## config.mk

```make
export PLATFORM = sky130hd
export DESIGN_NAME = sync_fifo_flags
export DESIGN_NICKNAME = d
export VERILOG_FILES = /design/src/rtl/sync_fifo_pkg.sv /design/src/rtl/sync_fifo_mem.sv /design/src/rtl/sync_fifo_flags.sv
export SDC_FILE = /design/constraint.sdc
export NUM_CORES = 1
export LEC_CHECK = 0
export CAP_MARGIN = 30
export CELL_PAD_IN_SITES_DETAIL_PLACEMENT = 0
export CELL_PAD_IN_SITES_GLOBAL_PLACEMENT = 2
export CORE_MARGIN = 1.5
export CORE_UTILIZATION = 35
export DETAILED_ROUTE_END_ITERATION = 16
export PLACE_DENSITY_LB_ADDON = 0.3
export SYNTH_ARGS = -nofsm -noshare
export SYNTH_HDL_FRONTEND = slang
export SYNTH_HIERARCHICAL = 1
export SYNTH_SLANG_ARGS = --single-unit
```

## constraint.sdc

```tcl
create_clock -name clk -period 3.7 [get_ports clk]
set_clock_uncertainty 0.2 [all_clocks]
set_input_delay 0.555 -clock clk [delete_from_list [all_inputs] [get_ports clk]]
set_output_delay 0.555 -clock clk [all_outputs]
set_load 0.01 [all_outputs]
```

## src/rtl/sync_fifo_pkg.sv

```systemverilog
// Shared helpers and default thresholds for the single-clock flagged FIFO.
package sync_fifo_pkg;

  function automatic int fifo_depth(input int addr_width);
    return 1 << addr_width;
  endfunction

  // almost_full default sits this many words below DEPTH
  localparam int DEF_AFULL_MARGIN  = 2;
  localparam int DEF_AEMPTY_THRESH = 2;

endpackage

```

## src/rtl/sync_fifo_mem.sv

```systemverilog
// Single-clock dual-port storage; read port is registered, or combinational for FWFT.
module sync_fifo_mem
  import sync_fifo_pkg::*;
#(
  parameter int DATA_WIDTH = 8,
  parameter int ADDR_WIDTH = 4,
  parameter int FWFT       = 0
) (
  input  logic                  clk,
  input  logic                  rst,
  input  logic                  we,
  input  logic [ADDR_WIDTH-1:0] waddr,
  input  logic [DATA_WIDTH-1:0] wdata,
  input  logic                  re,
  input  logic [ADDR_WIDTH-1:0] raddr,
  output logic [DATA_WIDTH-1:0] rdata
);

  localparam int DEPTH = fifo_depth(ADDR_WIDTH);

  logic [DATA_WIDTH-1:0] mem_q [DEPTH];

  always_ff @(posedge clk) begin
    if (we) mem_q[waddr] <= wdata;
  end

  if (FWFT != 0) begin : g_fwft
    assign rdata = mem_q[raddr];
  end else begin : g_reg
    logic [DATA_WIDTH-1:0] rdata_q, rdata_d;

    // rdata holds between reads
    always_comb begin
      rdata_d = rdata_q;
      if (re) rdata_d = mem_q[raddr];
    end

    always_ff @(posedge clk) begin
      if (rst) rdata_q <= '0;
      else     rdata_q <= rdata_d;
    end

    assign rdata = rdata_q;
  end

endmodule

```

## src/rtl/sync_fifo_flags.sv

```systemverilog
// Single-clock FIFO with occupancy count, programmable almost flags, error pulses and optional FWFT.
module sync_fifo_flags
  import sync_fifo_pkg::*;
#(
  parameter int DATA_WIDTH    = 8,
  parameter int ADDR_WIDTH    = 4,
  parameter int AFULL_THRESH  = fifo_depth(ADDR_WIDTH) - DEF_AFULL_MARGIN,
  parameter int AEMPTY_THRESH = DEF_AEMPTY_THRESH,
  parameter int FWFT          = 0
) (
  input  logic                  clk,
  input  logic                  rst,
  input  logic [DATA_WIDTH-1:0] wdata,
  input  logic                  winc,
  input  logic                  rinc,
  output logic [DATA_WIDTH-1:0] rdata,
  output logic                  rvalid,
  output logic                  wfull,
  output logic                  rempty,
  output logic                  almost_full,
  output logic                  almost_empty,
  output logic [ADDR_WIDTH:0]   count,
  output logic                  overflow,
  output logic                  underflow
);

  localparam int DEPTH = fifo_depth(ADDR_WIDTH);
  localparam int CNT_W = ADDR_WIDTH + 1;
  localparam logic [CNT_W-1:0] DEPTH_C  = CNT_W'(DEPTH);
  localparam logic [CNT_W-1:0] AFULL_C  = CNT_W'(AFULL_THRESH);
  localparam logic [CNT_W-1:0] AEMPTY_C = CNT_W'(AEMPTY_THRESH);

  if (AFULL_THRESH < 1 || AFULL_THRESH > DEPTH) begin : g_bad_afull
    $fatal(1, "sync_fifo_flags: AFULL_THRESH %0d outside 1..%0d", AFULL_THRESH, DEPTH);
  end
  if (AEMPTY_THRESH < 0 || AEMPTY_THRESH > DEPTH - 1) begin : g_bad_aempty
    $fatal(1, "sync_fifo_flags: AEMPTY_THRESH %0d outside 0..%0d", AEMPTY_THRESH, DEPTH - 1);
  end

  logic [CNT_W-1:0] wptr_q, wptr_d, rptr_q, rptr_d, count_q, count_d;
  logic             overflow_q, overflow_d, underflow_q, underflow_d;
  logic             wr_ok, rd_ok;

  // Acceptance uses this cycle's registered flags, so full+both lets only the read through
  assign wr_ok = winc & ~wfull;
  assign rd_ok = rinc & ~rempty;

  always_comb begin
    wptr_d      = wptr_q;
    rptr_d      = rptr_q;
    count_d     = count_q;
    overflow_d  = winc & wfull;
    underflow_d = rinc & rempty;
    if (wr_ok) wptr_d = wptr_q + 1'b1;
    if (rd_ok) rptr_d = rptr_q + 1'b1;
    case ({wr_ok, rd_ok})
      2'b10:   count_d = count_q + 1'b1;
      2'b01:   count_d = count_q - 1'b1;
      default: count_d = count_q;
    endcase
  end

  always_ff @(posedge clk) begin
    if (rst) begin
      wptr_q      <= '0;
      rptr_q      <= '0;
      count_q     <= '0;
      overflow_q  <= 1'b0;
      underflow_q <= 1'b0;
    end else begin
      wptr_q      <= wptr_d;
      rptr_q      <= rptr_d;
      count_q     <= count_d;
      overflow_q  <= overflow_d;
      underflow_q <= underflow_d;
    end
  end

  assign count        = count_q;
  assign wfull        = (count_q == DEPTH_C);
  assign rempty       = (count_q == '0);
  assign almost_full  = (count_q >= AFULL_C);
  assign almost_empty = (count_q <= AEMPTY_C);
  assign overflow     = overflow_q;
  assign underflow    = underflow_q;

  sync_fifo_mem #(
    .DATA_WIDTH (DATA_WIDTH),
    .ADDR_WIDTH (ADDR_WIDTH),
    .FWFT       (FWFT)
  ) u_mem (
    .clk   (clk),
    .rst   (rst),
    .we    (wr_ok),
    .waddr (wptr_q[ADDR_WIDTH-1:0]),
    .wdata (wdata),
    .re    (rd_ok),
    .raddr (rptr_q[ADDR_WIDTH-1:0]),
    .rdata (rdata)
  );

  if (FWFT != 0) begin : g_rv_fwft
    assign rvalid = ~rempty;
  end else begin : g_rv_reg
    logic rvalid_q, rvalid_d;
    always_comb rvalid_d = rd_ok;
    always_ff @(posedge clk) begin
      if (rst) rvalid_q <= 1'b0;
      else     rvalid_q <= rvalid_d;
    end
    assign rvalid = rvalid_q;
  end

  logic [CNT_W-1:0] occ;
  assign occ = wptr_q - rptr_q;

  a_count_matches_ptrs: assert property (@(posedge clk) disable iff (rst) count_q == occ);

endmodule
```

==> flow_summary_export.csv <==
group,metric,value,unit
critical_path,worstPathRequired,3800,ps
die,die_h,137,um
cts,cts_resized,0,
timing,grt_setup_unrepaired,"false",
global_routing,grt_usage,15.1,%
power_and_ir_drop,switching_share,27.7,%
cts,cts_setup_buffers,0,
critical_path,path_class,"register to register",
global_routing,grt_pass1_vias,3446,
timing,fin_ws,417,ps
logic_synthesis,ys_seq_area_share,69.0,%
timing,finalMaxSlewViolations,0,
timing,setup-violations-final,0,
power_and_ir_drop,comb_power_share,21.6,%
timing,hold_violations,0,
cts,cts_tree,"yes",
critical_path,cp-end-kind,"register",
global_routing,grt_max_degree,53,
cts,cts_made_buffers,17,
power_and_ir_drop,leakagePower,2.39,nW
cells_and_area,final_cells,704,
die,rows,48,
placement,placed_cell_area,6820,um2
power_and_ir_drop,ir_drop,0.000537,V
power_and_ir_drop,p_int,3.44,mW
timing,maxSlewHeadroom,36.4,%
drt,drc,0,
cts,clkSinkCount,152,
drt,dr.pass1.iters,5,
cts,clk_latency,420,ps
drt,ant_nets,0,
drt,post_drt_wl_per_cell,18.7,um
global_routing,grt_pass1_wl,19.8,mm
die,ios,32,
min_path,whs_path_depth,2,
placement,place_inst,673,
drt,vias_per_cell,5.02,
cts,cts.clk_slew.worst_paths,60,ps
cts,root_buffer,"clkbuf_16",
placement,gp_congestion,0.742,
logic_synthesis,synthFlopType,"edfxtp_1",
power_and_ir_drop,powerDensity,646,nW/um2
cells_and_area,utilization,42.3,%
die,die_w,137,um
timing,fin_hold_ws,251,ps
placement,place_ws,373,ps
flow_run,drv_cap,0,
timing,worst_pin_slew,954,ps
critical_path,r2r-start,"count[1]",
critical_path,start_kind,"register",
power_and_ir_drop,finalPower,4.76,mW
logic_synthesis,avgSynthCellArea,14.9,um2
timing,fin_crit,3280,ps
die,initial_utilization,36.0,%
power_and_ir_drop,p_sw,1.32,mW
timing,min_period_over_period,88.7,%
min_path,min_to,"u_mem/rdata[7]",
drt,initialDrtViolationCount,220,
outcome,status,"finished clean",
cts,htreeDepth,4,
placement,port-buffer-count,31,
min_path,hp-start,"u_mem/rdata[7]",
global_routing,antenna_found_initial,0,
drt,wirelength,13.2,mm
cts,hold_buffers,0,
cells_and_area,synthToLayoutAreaGrowth,17.6,%
power_and_ir_drop,clkPwrFrac,33.8,%
critical_path,r2r_end,"count[4]",
logic_synthesis,async_flop_share,0,%
logic_synthesis,syn-num-nets,437,
cells_and_area,mostFrequentLayoutCells,"128 x edfxtp_1, 68 x mux2i_1, 31 x clkdlybuf4s50_1, 28 x nor2_1, 26 x nand3_1",
logic_synthesis,ys_warn_count,6,
global_routing,overflow,0,
critical_path,crit_arrival,3390,ps
cells_and_area,fin_area,7370,um2
die,die_area,18700,um2
drt,num_vias,3532,
logic_synthesis,ys_seq_elements,152,
critical_path,ff2ff_setup_slack,420,ps
logic_synthesis,syn_area,6260,um2
min_path,hold_path_class,"register to register",
cells_and_area,final_common_cell,"edfxtp_1",
cells_and_area,antenna_cells,0,
cells_and_area,finalNetCount,485,
logic_synthesis,synth-edff-count,128,
power_and_ir_drop,seqPwrFrac,44.6,%
critical_path,worstPathMaxFanout,12,
timing,fin_setup_tns,0,ps
placement,hpwlAfterDp,8.40,mm
critical_path,cp-startpoint,"count[1]",
logic_synthesis,netlist_instances,419,
critical_path,rr_worst_depth,10,
timing,fmax,305,MHz
die,core-area,17400,um2
cells_and_area,drive_gt1_share,11.5,%
logic_synthesis,synth.distinct_cells,45,
cts,clk_path_buf_depth,2,
-- how the worst max path moves through the flow --
| stage | endpoint | slack [ps] | depth (start not counted) |
|---|---|---|---|
| 2_1_floorplan | count[4] | 630 | 11 |
| 5_1_grt | count[4] | 250 | 10 |
| 3_3_place_gp | count[4] | 380 | 10 |
| 3_5_place_dp | count[4] | 370 | 10 |
| 4_1_cts | count[4] | 430 | 10 |
| 6_report | count[4] | 420 | 10 |
-- logic make-up (layout without fill, tap and decap cells) --
group | count (synthesis) | after routing | share of synthesized area, %
adder cells (fa/ha/maj) | 6 | 6 | 1.20
AND/OR/NAND/NOR | 103 | 103 | 8.13
AO/OA/AOI/OAI | 52 | 52 | 6.03
XOR/XNOR | 9 | 9 | 1.26
multiplexers | 69 | 69 | 11.0
buffers and inverters | 28 | 88 | 3.30
flip-flops | 152 | 152 | 69.0
-- state kept, by name, indices dropped and copies added (netlist names) --
register and cells:
u_mem/rdata 8, rvalid 1, wptr_q 4, overflow 1, rptr_q 4, count 5
u_mem/mem_q 128, underflow 1
-- layer usage --
layer | global-route usage (%) | vias up | wire length (um)
li1 | - | 1689 | -
met4 | 6.37 | 0 | 227
met5 | 0 | - | 0
met2 | 24.7 | 72 | 6400
met1 | 19.1 | 1755 | 6040
met3 | 3.70 | 16 | 517
-- cells in the mapped netlist, drive strengths merged, types with 2 or more instances --
cell type | count | area share [%]
nor2 | 28 | 1.7
xor2 | 5 | 0.70
nand2b | 3 | 0.30
edfxtp | 128 | 61
a21oi | 12 | 0.96
dfxtp | 24 | 7.7
a211oi | 2 | 0.24
ha | 6 | 1.2
o211ai | 2 | 0.40
buf | 19 | 2.8
clkbuf | 2 | 0.12
nand3 | 26 | 2.1
a2111oi | 2 | 0.28
a22oi | 24 | 2.9
mux2i | 68 | 11
xnor2 | 4 | 0.56
o21ai | 4 | 0.50
nand2 | 21 | 1.3
nor3 | 7 | 0.56
nor2b | 5 | 0.50
inv | 7 | 0.42
nor3b | 3 | 0.44
nand3b | 3 | 0.36
-- critical path, cell delays in order (launching register included) --
cell and delay (ps):
dfxtp_1 430, or4_4 620, o21ai_4 180, inv_1 120
ha_1 300, xor2_1 180, ha_1 230, o21ai_0 160
a21oi_1 60, o32ai_1 330, mux2_1 350
-- power by group through the flow --
stage | sequential (mW) | clock (mW) | combinational [mW]
after floorplan | 2.14 | 0 | 0.602
after global placement | 2.15 | 0 | 1.03
after detailed placement | 2.16 | 0 | 1.03
after CTS | 2.12 | 1.64 | 1.04
after global routing | 2.14 | 1.71 | 1.13
final | 2.12 | 1.61 | 1.03
-- layout make-up --
class                           instances  area [um2]
Fill cell                            1606       10100
Clock buffer                           20         437
Multi-Input combinational cell        239        1730
Clock inverter                         11         108
Tap cell                              225         282
Inverter                                7        26.3
Sequential cell                       152        4330
Timing Repair Buffer                   50         453
Power figures use the tool's default switching activity.
